$ cat config.mk
export PLATFORM = sky130hd
export DESIGN_NAME = battleship_game_ctrl
export DESIGN_NICKNAME = d
export VERILOG_FILES = /design/src/rtl/battleship_game_ctrl.sv
export SDC_FILE = /design/constraint.sdc
export NUM_CORES = 1
export LEC_CHECK = 0
export ABC_AREA = 1
export BUFFER_PORTS_ARGS = -buffer_cell sky130_fd_sc_hd__buf_2
export CORE_ASPECT_RATIO = 0.7
export CORE_MARGIN = 2
export CORE_UTILIZATION = 52
export DETAILED_ROUTE_END_ITERATION = 12
export PLACE_DENSITY = 0.85
export SYNTH_ARGS = -nofsm -noshare
export SYNTH_HDL_FRONTEND = slang
export SYNTH_SLANG_ARGS = --single-unit
$ cat constraint.sdc
create_clock -name clk -period 1.7 [get_ports clk]
set_clock_uncertainty 0.1 [all_clocks]
set_input_delay 0.085 -clock clk [delete_from_list [all_inputs] [get_ports clk]]
set_output_delay 0.085 -clock clk [all_outputs]
set_load 0.01 [all_outputs]
$ cat src/rtl/battleship_game_ctrl.sv
// Game-flow controller for Battleship: idle, ship placement, alternating player/PC turns, game over.
// Owns the per-turn countdown (seconds prescaler + seconds-left), placement and round counters.
module battleship_game_ctrl #(
  parameter int N_SHIPS       = 5,
  parameter int HP_W          = 3,
  parameter int TURN_SECS     = 15,
  parameter int TICKS_PER_SEC = 50_000_000,
  parameter int TURN_W        = 8
) (
  input  logic                               clk,
  input  logic                               reset,
  input  logic                               start,
  input  logic                               ship_placed,
  input  logic                               attack,
  input  logic                               pc_done,
  input  logic [HP_W-1:0]                    hp_pc,
  input  logic [HP_W-1:0]                    hp_player,
  output logic                               en_put_barcos,
  output logic                               en_move,
  output logic                               en_player_attack,
  output logic                               en_cont_seg,
  output logic                               en_pc_attack,
  output logic [$clog2(TURN_SECS+1)-1:0]     secs_left,
  output logic [$clog2(N_SHIPS+1)-1:0]       ships_placed,
  output logic [TURN_W-1:0]                  turn_count,
  output logic                               timeout,
  output logic                               game_over,
  output logic                               player_won
);

  localparam int SECS_W = $clog2(TURN_SECS+1);
  localparam int SHIP_W = $clog2(N_SHIPS+1);
  localparam int PRE_W  = (TICKS_PER_SEC > 1) ? $clog2(TICKS_PER_SEC) : 1;

  typedef enum logic [2:0] {
    S_IDLE        = 3'd0,
    S_PLACE       = 3'd1,
    S_PLAYER_TURN = 3'd2,
    S_P_RESOLVE   = 3'd3,
    S_PC_TURN     = 3'd4,
    S_PC_RESOLVE  = 3'd5,
    S_GAME_OVER   = 3'd6
  } state_t;

  state_t              r_state;
  state_t              w_next;
  logic [PRE_W-1:0]    r_presc;
  logic [SECS_W-1:0]   r_secs;
  logic [SHIP_W-1:0]   r_ships;
  logic [TURN_W-1:0]   r_turns;
  logic                r_won;
  logic                r_timeout;

  logic w_in_turn;
  logic w_tick;
  logic w_expire;
  logic w_enter_turn;
  logic w_clear;

  assign w_in_turn    = (r_state == S_PLAYER_TURN);
  assign w_tick       = w_in_turn && (r_presc == PRE_W'(TICKS_PER_SEC-1));
  assign w_expire     = w_tick && (r_secs == SECS_W'(1));
  assign w_enter_turn = (w_next == S_PLAYER_TURN) && !w_in_turn;
  // Counters are cleared while idle and when a finished game is restarted.
  assign w_clear      = (r_state == S_IDLE) || ((r_state == S_GAME_OVER) && start);

  always_ff @(posedge clk or posedge reset) begin
    if (reset) begin
      r_state <= S_IDLE;
    end else begin
      r_state <= w_next;
    end
  end

  always_comb begin
    w_next = S_IDLE;
    case (r_state)
      S_IDLE: begin
        if (start) w_next = S_PLACE;
        else       w_next = S_IDLE;
      end
      S_PLACE: begin
        if (ship_placed && (r_ships == SHIP_W'(N_SHIPS-1))) w_next = S_PLAYER_TURN;
        else                                                 w_next = S_PLACE;
      end
      S_PLAYER_TURN: begin
        // A fire request on the expiry cycle takes priority over the timeout.
        if (attack)        w_next = S_P_RESOLVE;
        else if (w_expire) w_next = S_PC_TURN;
        else               w_next = S_PLAYER_TURN;
      end
      S_P_RESOLVE: begin
        if (hp_pc == {HP_W{1'b0}}) w_next = S_GAME_OVER;
        else                       w_next = S_PC_TURN;
      end
      S_PC_TURN: begin
        if (pc_done) w_next = S_PC_RESOLVE;
        else         w_next = S_PC_TURN;
      end
      S_PC_RESOLVE: begin
        if (hp_player == {HP_W{1'b0}}) w_next = S_GAME_OVER;
        else                           w_next = S_PLAYER_TURN;
      end
      S_GAME_OVER: begin
        if (start) w_next = S_PLACE;
        else       w_next = S_GAME_OVER;
      end
      default: w_next = S_IDLE;
    endcase
  end

  always_ff @(posedge clk or posedge reset) begin
    if (reset) begin
      r_presc <= {PRE_W{1'b0}};
      r_secs  <= {SECS_W{1'b0}};
    end else if (w_enter_turn) begin
      r_presc <= {PRE_W{1'b0}};
      r_secs  <= SECS_W'(TURN_SECS);
    end else if (w_in_turn) begin
      if (w_tick || (w_next != S_PLAYER_TURN)) r_presc <= {PRE_W{1'b0}};
      else                                     r_presc <= r_presc + PRE_W'(1);
      if (w_tick) r_secs <= r_secs - SECS_W'(1);
      else        r_secs <= r_secs;
    end else begin
      r_presc <= {PRE_W{1'b0}};
      r_secs  <= r_secs;
    end
  end

  always_ff @(posedge clk or posedge reset) begin
    if (reset) begin
      r_ships   <= {SHIP_W{1'b0}};
      r_turns   <= {TURN_W{1'b0}};
      r_won     <= 1'b0;
      r_timeout <= 1'b0;
    end else begin
      r_timeout <= w_expire && !attack;
      if (w_clear) begin
        r_ships <= {SHIP_W{1'b0}};
        r_turns <= {TURN_W{1'b0}};
        r_won   <= 1'b0;
      end else begin
        if ((r_state == S_PLACE) && ship_placed) r_ships <= r_ships + SHIP_W'(1);
        if ((r_state == S_PC_RESOLVE) && (hp_player != {HP_W{1'b0}}) &&
            (r_turns != {TURN_W{1'b1}}))
          r_turns <= r_turns + TURN_W'(1);
        if ((r_state == S_P_RESOLVE) && (hp_pc == {HP_W{1'b0}}))
          r_won <= 1'b1;
        else if ((r_state == S_PC_RESOLVE) && (hp_player == {HP_W{1'b0}}))
          r_won <= 1'b0;
      end
    end
  end

  assign en_put_barcos    = (r_state == S_PLACE);
  assign en_move          = (r_state == S_PLACE) || (r_state == S_PLAYER_TURN);
  assign en_player_attack = w_in_turn;
  assign en_cont_seg      = w_in_turn;
  assign en_pc_attack     = (r_state == S_PC_TURN);
  assign game_over        = (r_state == S_GAME_OVER);
  assign secs_left        = r_secs;
  assign ships_placed     = r_ships;
  assign turn_count       = r_turns;
  assign player_won       = r_won;
  assign timeout          = r_timeout;

endmodule

==> flow_summary.toml, run 1 <==
[global_routing]
track_usage = 0.269
grt_first_pass_wirelength_microns = 12500
antenna_found_initial = 0
grt_max_degree = 47
first_global_vias = 2748
overflow = 0

[floorplan]
placementRows = 22
die_h_microns = 64.8
die_area_sq_mm = 0.00589
coreArea_sq_mm = 0.00517
pin_count = 35
start_util = 0.531
die_w_microns = 90.9

[yosys]
syn-num-nets = 379
yosys_register_bits = 46
synth_edf_count = 0
syn_inst = 361
synth-xor-area-share = 0.0606
ys_seq_area_frac = 0.419
yosysWarnings = 0
syn_area_sq_mm = 0.00275
synth.distinct_cells = 31
synth-compound-area-share = 0.0460
synthAdderAreaFrac = 0.0273
synth_top_family_by_area = "simple AND/OR/NAND/NOR gates"
synth_mux_area_frac = 0
async_flop_share = 1.00
synth.avg_cell_area_sq_um = 7.61
synth-simple-area-share = 0.363
synth_ff_type = "dfrtp_1"

[layout]
fin_area_sq_mm = 0.00394
syn_to_final_growth_pct = 43.4
multiInputGateArea_sq_mm = 0.00161
diodes = 0
n_fill_cell = 333
final_util = 0.761
seqCellArea_sq_mm = 0.00115
nets = 490
drive_gt1_frac = 0.425

[drt]
drt_wl_total_microns = 9950
ant_nets = 0
firstDrtPassIters = 8
drt-initial-drc-count = 356
via_per_inst = 5.82
drc = 0
wl_per_cell_microns = 18.2
num_vias = 3173

[worst_setup_path]
path_class = "reg2reg"
end_kind = "register"
r2r_slack_ps = -310
startpoint_type = "register"
worstPathArrival_ps = 2110
r2r_cells = 10
crit_fanout = 11
worst_r2r_startpoint = "r_presc[23]"
cp.required_ps = 1800
r2r_end = "r_presc[9]"

[min_path]
hold_end = "r_state[0]"
holdPathStages = 3
min_path_type = "in2reg"
hp-start = "start"

[timing]
slew_headroom = 0.596
tightestPinTransition_ps = 600
finalSetupViolCount = 34
fin_crit_sh = 1.18
fin_crit_ps = 2010
fmax_ghz = 0.499
finalHoldViolCount = 0
drv_slew = 0
fin_hold_ws_ps = 40.3
setup_slack_ps = -306
rsz0062_at_grt = "yes"

[cts]
htree_levels = 2
clockRootBuffer = "clkbuf_8"
tritoncts = "done"
clkLatencyLatePin_ps = 330
cts-buffers-inserted = 5
clk_pin_slew_worst_paths_ps = 100
clk_path_buf_depth = 2
clock-sinks = 46

[power_and_ir_drop]
ir_drop_v = 0.000519
clockPowerShare = 0.261
intPower_mw = 2.10
total_power_mw = 3.30
p_per_area_mw_per_mm2 = 837
p_comb_frac = 0.370
leakagePower_nw = 1.84
switching_share = 0.361
switchingPower_mw = 1.19
pwr-share-seq = 0.369

[place]
gp_congestion = 0.883
dp_hpwl_microns = 5310
port_buffers = 34
placed_cell_area_sq_mm = 0.00340

[outcome]
status = "complete, but fails checks"
violations = "setup timing"

[job]
cap_violations = 0
==> registers in the layout, indices dropped and copies added (netlist names) <==
| register | flops |
|---|---|
| r_presc | 26 |
| turn_count | 8 |
| secs_left | 4 |
| r_state | 3 |
| ships_placed | 3 |
| player_won | 1 |
| timeout | 1 |
==> routing by layer <==
metal  part of all wire  vias to the layer above  global-route usage
met2               0.47                      250               0.442
li1                   -                     1360                   -
met5                  0                        -                   0
met1               0.36                     1474               0.355
met4              0.064                        0              0.0966
met3               0.10                       89              0.0605
==> worst max-delay path by stage <==
| stage | start | to | slack (ps) | cells past startpoint |
|---|---|---|---|---|
| 4_1_cts | ships_placed[0] | r_presc[22] | -80 | 11 |
| 3_3_place_gp | r_presc[0] | r_presc[22] | -50 | 11 |
| 2_1_floorplan | r_state[0] | r_presc[24] | 0.6 | 11 |
| 6_report | r_presc[23] | r_presc[9] | -310 | 10 |
| 3_5_place_dp | r_presc[0] | r_presc[3] | -150 | 11 |
| 5_1_grt | r_presc[5] | r_presc[16] | -380 | 10 |
==> area by class of cell <==
class                   instances  share of cell area
clock buffers                   5              0.0175
clock inverters                 3              0.0114
inverters                      51              0.0492
multi-input cells             259               0.409
flip-flops and latches         46               0.293
well taps                      72              0.0229
repair buffers                109               0.198
==> power by group through the flow <==
stage / Clock (mW) / Combinational (mW) / Sequential (mW)
2_1_floorplan: 0 / 0.488 / 1.25
3_3_place_gp: 0 / 0.799 / 1.22
3_5_place_dp: 0 / 0.836 / 1.23
6_report: 0.859 / 1.22 / 1.22
4_1_cts: 0.842 / 0.963 / 1.21
5_1_grt: 0.893 / 1.31 / 1.22
==> metrics by stage <==
step	setup TNS [ps]	setup WS, ps	instances
2_1_floorplan	0	0.606	361
3_3_place_gp	-1020	-49.1	515
3_5_place_dp	-3520	-147	515
4_1_cts	-1550	-84.9	531
5_1_grt	-11390	-378	545
6_report	-8640	-306	545
==> placed cells by master (no fill, tap or decap), drive strengths merged <==
cell	count
a21o	1
a21oi	7
and3	1
buf	107
bufinv	1
clkbuf	5
clkinvlp	2
dfrtp	46
dlygate4sd3	2
ha	6
inv	51
nand2	68
nand3	34
nand4	10
nor2	77
nor3	13
nor4	3
o21ai	14
o22ai	1
o31ai	1
or2	4
xnor2	4
xor2	15
==> cell usage after synthesis (all sizes together) (5+ instances only) <==
cell / number / area, sq um
nand2: 68 / 260
nand4: 10 / 68.8
xor2: 15 / 131
nor2: 77 / 359
dfrtp: 46 / 1150
nor3: 13 / 70.1
o21ai: 14 / 70.1
buf: 5 / 40.0
nand3: 34 / 188
a21oi: 7 / 35.0
inv: 51 / 191
ha: 6 / 75.1
==> kinds of logic after synthesis <==
family                   after synthesis
AO/OA/AOI/OAI                         24
XOR/XNOR                              19
adder cells (fa/ha/maj)                6
buffers and inverters                 56
flip-flops                            46
AND/OR/NAND/NOR                      210
==> worst max-delay path, stage by stage (launching register included) <==
cell,delay [ps]
dfrtp_1,420
nand2_1,100
nor2_1,200
nand2_1,170
nor2_4,200
nand3_2,120
nand2_2,110
nand2_4,90
nand3_4,160
buf_12,170
nor2_2,40
==> what timing repair did <==
action	CTS	global route
setup buffers	6	14
hold buffers	2	0
pin swaps	5	10
hold endpoints to repair	47	0
endpoints found under the setup margin	32	40
resized for setup	23	45
Power figures use the tool's default switching activity.
==> inputs of run 2 (changes only) <==
--- a/config.mk
+++ b/config.mk
@@ -11,7 +11,7 @@
 export CORE_MARGIN = 2
 export CORE_UTILIZATION = 52
 export DETAILED_ROUTE_END_ITERATION = 12
-export PLACE_DENSITY = 0.85
+export PLACE_DENSITY = 0.76
 export SYNTH_ARGS = -nofsm -noshare
 export SYNTH_HDL_FRONTEND = slang
 export SYNTH_SLANG_ARGS = --single-unit
==> run 2 against run 1 <==
  * The flow still finishes with violations (setup timing)
  * Cell count decreased by 0.55%
  * Clock-buffer cell count increased by 2
  * Clock power decreased by 16%
  * Flip-flop and latch count unchanged
  * Worst setup slack improved by 130 ps
  * Sequential share of layout area decreased by 0.30 points
  * Non-clock buffer count decreased by 4
  * Critical path type unchanged
  * Highest routed layer unchanged
==> flow_summary.toml, run 2 (synthesized netlist as in run 1, its figures left out) <==
[min_path]
hp-start = "start"
min_path_type = "in2reg"
holdPathStages = 3
hold_end = "r_state[0]"

[cts]
cts-buffers-inserted = 5
clkLatencyLatePin_ps = 310
clk_path_buf_depth = 2
clk_pin_slew_worst_paths_ps = 90
htree_levels = 2
clockRootBuffer = "clkbuf_8"
tritoncts = "done"
clock-sinks = 46

[timing]
finalSetupViolCount = 35
rsz0062_at_grt = "yes"
fmax_ghz = 0.534
drv_slew = 0
setup_slack_ps = -174
finalHoldViolCount = 0
tightestPinTransition_ps = 405
fin_crit_ps = 1870
fin_crit_sh = 1.10
slew_headroom = 0.727
tns_ps = -4600
fin_hold_ws_ps = 28.1

[global_routing]
antenna_found_initial = 0
first_global_vias = 2556
overflow = 0
track_usage = 0.259
grt_first_pass_wirelength_microns = 12000
grt_max_degree = 20

[place]
port_buffers = 34
place_inst = 519
dp_hpwl_microns = 5160
placed_cell_area_sq_mm = 0.00343
place_ws_ps = -170
gp_congestion = 0.867

[drt]
via_per_inst = 5.25
ant_nets = 0
dr_wl_met2_microns = 3940
drt-initial-drc-count = 268
drt_wl_total_microns = 8190
num_vias = 2847
drc = 0
wl_per_cell_microns = 15.1
firstDrtPassIters = 5
drt-met1-wl_microns = 3530
met3WireLength_microns = 498
top_layer_used = "met4"

[layout]
fin_cells = 542
drive_gt1_frac = 0.411
largest_reg_flops = 26
regMostFlops = "r_presc"
diodes = 0
syn_to_final_growth_pct = 44.9
fin_area_sq_mm = 0.00398
seqCellArea_sq_mm = 0.00115
n_fill_cell = 357
nets = 487
layout_common_cells = "60 x buf_4, 59 x nand2_1, 45 x dfrtp_1"
multiInputGateArea_sq_mm = 0.00165
final_common_cell = "buf_4"

[floorplan]
die_area_sq_mm = 0.00589
coreArea_sq_mm = 0.00517
placementRows = 22
pin_count = 35
start_util = 0.531
die_h_microns = 64.8
die_w_microns = 90.9

[worst_setup_path]
cp_top_family = "simple AND/OR/NAND/NOR gates"
end_kind = "register"
path_buf_inv = 2
startpoint_type = "register"
cp_cell_sequence = "inv_2, nand3_1, nor2_1, nor3_2, nand2_2, nor2_4, nand3_4, clkbuf_16, nor2_2"
path_class = "reg2reg"
critPathSlowestCell = "dfrtp_1"
path_depth = 9
crit_fanout = 6
r2r_end = "r_presc[7]"
worstPathArrival_ps = 2010
slowest_delay_ps = 420
cp.required_ps = 1840
r2r_cells = 9
worst_r2r_startpoint = "r_state[1]"
r2r_slack_ps = -170

[power_and_ir_drop]
ir_drop_v = 0.000448
leakagePower_nw = 1.85
p_per_area_mw_per_mm2 = 784

[job]
cap_violations = 0

[outcome]
violations = "setup timing"
status = "complete, but fails checks"
run 2: cell types whose count changed in the layout (fill, tap and decap cells not counted), sizes merged:
cell         delta
bufinv          -1
clkbuf          +4
inv             -1
dlygate4sd3     +2
buf             -8
clkinv          +1
run 2: how the worst max path moves through the flow:
stage,start,to,slack (ps)
5_1_grt,r_presc[18],r_presc[7],-290
2_1_floorplan,r_state[0],r_presc[24],0.6
6_report,r_state[1],r_presc[7],-170
4_1_cts,ships_placed[0],r_presc[25],-100
3_3_place_gp,r_presc[10],r_presc[0],-40
3_5_place_dp,r_presc[0],r_presc[22],-170
run 2: layer usage:
layer  up-vias  GRT usage
met1      1336      0.368
met4         0     0.0833
met5         -          0
li1       1360          -
met3        23     0.0500
met2       128      0.403
run 2: area by class of cell:
class	instances	area share
Clock inverter	1	0.00126
Multi-Input combinational cell	259	0.414
Timing Repair inverter	1	0.00189
Sequential cell	46	0.290
Tap cell	72	0.0226
Inverter	51	0.0503
Clock buffer	7	0.0217
Timing Repair Buffer	105	0.199
run 2: through the flow:
stage                     utilization  total power [mW]
after floorplan                     -              1.73
after global placement          0.663              2.05
after detailed placement        0.663              2.08
after CTS                       0.706              2.86
after global routing            0.769              3.26
final                           0.769              3.12
run 2: timing repair:
action,CTS,global route
hold endpoints to repair,20,0
gates resized for setup,19,56
endpoints found under the setup margin,35,41
hold buffers,4,0
cloned,0,3
buffers inserted,2,6
pin swaps,5,14
run 2: where the power goes:
part           total (mW)  switching (mW)  leakage, nW  internal, mW
Combinational        1.18           0.678         1.19         0.505
Clock               0.724           0.395       0.0482         0.329
Sequential           1.21          0.0603        0.614          1.15
Total                3.12            1.13         1.85          1.99
run 2: worst register-to-register path: cells and delay by family (launching register included):
kind / cells / cell delay [ps]
simple gates: 7 / 1000
buf+inv: 2 / 300
flops: 1 / 420
==> inputs of run 3 (changes only) <==
--- a/config.mk
+++ b/config.mk
@@ -11,7 +11,7 @@
 export CORE_MARGIN = 2
 export CORE_UTILIZATION = 52
 export DETAILED_ROUTE_END_ITERATION = 12
-export PLACE_DENSITY = 0.76
+export PLACE_DENSITY = 0.78
 export SYNTH_ARGS = -nofsm -noshare
 export SYNTH_HDL_FRONTEND = slang
 export SYNTH_SLANG_ARGS = --single-unit
==> run 3 against run 2 <==
  * The flow still finishes with violations (setup timing)
  * Cell area down 5.0%
  * Critical path depth rose by 2
  * Largest cell class unchanged
  * Clock power decreased by 2%
  * Sequential share of layout area rose by 1.6 points
  * Core utilization fell by 3.8 points
  * Wire length is 11% lower
  * Register-to-register slack improved by 40 ps
==> flow_summary.toml, run 3 (synthesized netlist as in run 1, its figures left out) <==
[outcome]
status = "complete, but fails checks"
violations = "setup timing"

[cts]
clockRootBuffer = "clkbuf_8"
clkLatencyLatePin_ps = 310
clk_path_buf_depth = 2
clock-sinks = 46
htree_levels = 2
cts-buffers-inserted = 5
clk_pin_slew_worst_paths_ps = 80
tritoncts = "done"

[timing]
finalHoldViolCount = 0
slew_headroom = 0.660
finalSetupViolCount = 31
tightestPinTransition_ps = 509
fin_crit_sh = 1.08
rsz0062_at_grt = "yes"
fin_crit_ps = 1830
drv_slew = 0
tns_ps = -3190
setup_slack_ps = -130
fmax_ghz = 0.546

[global_routing]
grt_first_pass_wirelength_microns = 11100
antenna_found_initial = 0
grt_max_degree = 26
overflow = 0
track_usage = 0.237
first_global_vias = 2523

[power_and_ir_drop]
p_comb_frac = 0.342
switching_share = 0.346
leakagePower_nw = 1.77
ir_drop_v = 0.000615
switchingPower_mw = 1.01
total_power_mw = 2.93
intPower_mw = 1.91
p_per_area_mw_per_mm2 = 775
pwr-share-seq = 0.416
clockPowerShare = 0.241

[place]
gp_congestion = 0.947
port_buffers = 34
dp_hpwl_microns = 5060

[drt]
drc = 0
ant_nets = 0
via_per_inst = 5.15
num_vias = 2754
drt-initial-drc-count = 202
drt_wl_total_microns = 7260
wl_per_cell_microns = 13.6
firstDrtPassIters = 4

[min_path]
hp-start = "start"
hold_end = "r_state[0]"
holdPathStages = 3
min_path_type = "in2reg"

[worst_setup_path]
r2r_slack_ps = -130
r2r_cells = 11
worstPathArrival_ps = 1930
crit_fanout = 12
startpoint_type = "register"
cp.required_ps = 1800
worst_r2r_startpoint = "r_presc[24]"
end_kind = "register"
r2r_end = "r_presc[21]"
path_class = "reg2reg"

[layout]
seqCellArea_sq_mm = 0.00115
multiInputGateArea_sq_mm = 0.00154
final_common_cell = "nand2_1"
largest_reg_flops = 26
layout_common_cells = "60 x nand2_1, 56 x buf_4, 43 x dfrtp_1"
regMostFlops = "r_presc"
diodes = 0
drive_gt1_frac = 0.404
nets = 480
n_fill_cell = 380
syn_to_final_growth_pct = 37.7

[floorplan]
start_util = 0.531
die_w_microns = 90.9
pin_count = 35
coreArea_sq_mm = 0.00517
die_area_sq_mm = 0.00589
placementRows = 22
die_h_microns = 64.8

[job]
cap_violations = 0
run 3: critical path: stages (launching register included):
cell	delay (ps)
dfrtp_1	420
inv_2	70
nand2_1	60
nor2_2	160
nand2_1	80
nor2_2	190
nand3_2	130
nand2_2	100
nand2_4	80
nand3_4	120
buf_12	150
nor2_1	50
run 3: layer usage:
metal,global-route usage,vias up,share of wire
met5,0,-,0
met4,0.0701,0,0.011
met3,0.0453,11,0.058
met2,0.383,90,0.47
met1,0.328,1303,0.46
li1,-,1350,-
run 3: final cells by class:
| type | count | share of cell area |
|---|---|---|
| Multi-Input combinational cell | 259 | 0.407 |
| Sequential cell | 46 | 0.305 |
| Timing Repair Buffer | 99 | 0.189 |
| Inverter | 51 | 0.0513 |
| Tap cell | 72 | 0.0238 |
| Clock buffer | 7 | 0.0228 |
| Clock inverter | 1 | 0.00132 |
run 3: metrics by stage:
step / util / setup WS [ps] / hold slack (ps) / instance area (sq um) / cells
after floorplan: - / 0.606 / 159 / 2770 / 361
after global routing: 0.731 / -222 / 51.3 / 3780 / 535
after detailed placement: 0.650 / -115 / 46.6 / 3360 / 508
after global placement: 0.650 / -29.3 / 35.2 / 3360 / 508
final: 0.731 / -130 / 28.5 / 3780 / 535
after CTS: 0.689 / -54.9 / 22.8 / 3560 / 522
run 3: timing repair:
action,in CTS,in global routing
pin swaps,2,13
gates resized for setup,18,38
hold endpoints to repair,24,0
hold buffers,4,0
gates cloned,0,0
endpoints found under the setup margin,31,39
setup buffers,2,13
run 3: how the worst max path moves through the flow:
stage	endpoint	from	cells after the start	slack, ps
2_1_floorplan	r_presc[24]	r_state[0]	11	0.6
3_3_place_gp	secs_left[2]	r_presc[0]	10	-30
3_5_place_dp	r_presc[25]	r_presc[0]	11	-120
4_1_cts	r_presc[25]	ships_placed[0]	11	-50
5_1_grt	r_presc[21]	r_presc[13]	10	-220
6_report	r_presc[21]	r_presc[24]	11	-130
run 3: power groups by stage:
stage	Combinational (mW)	Sequential (mW)	Clock, mW
after floorplan	0.488	1.25	0
final	1.00	1.22	0.707
after detailed placement	0.843	1.23	0
after global placement	0.817	1.23	0
after global routing	1.11	1.22	0.747
after CTS	0.889	1.21	0.708
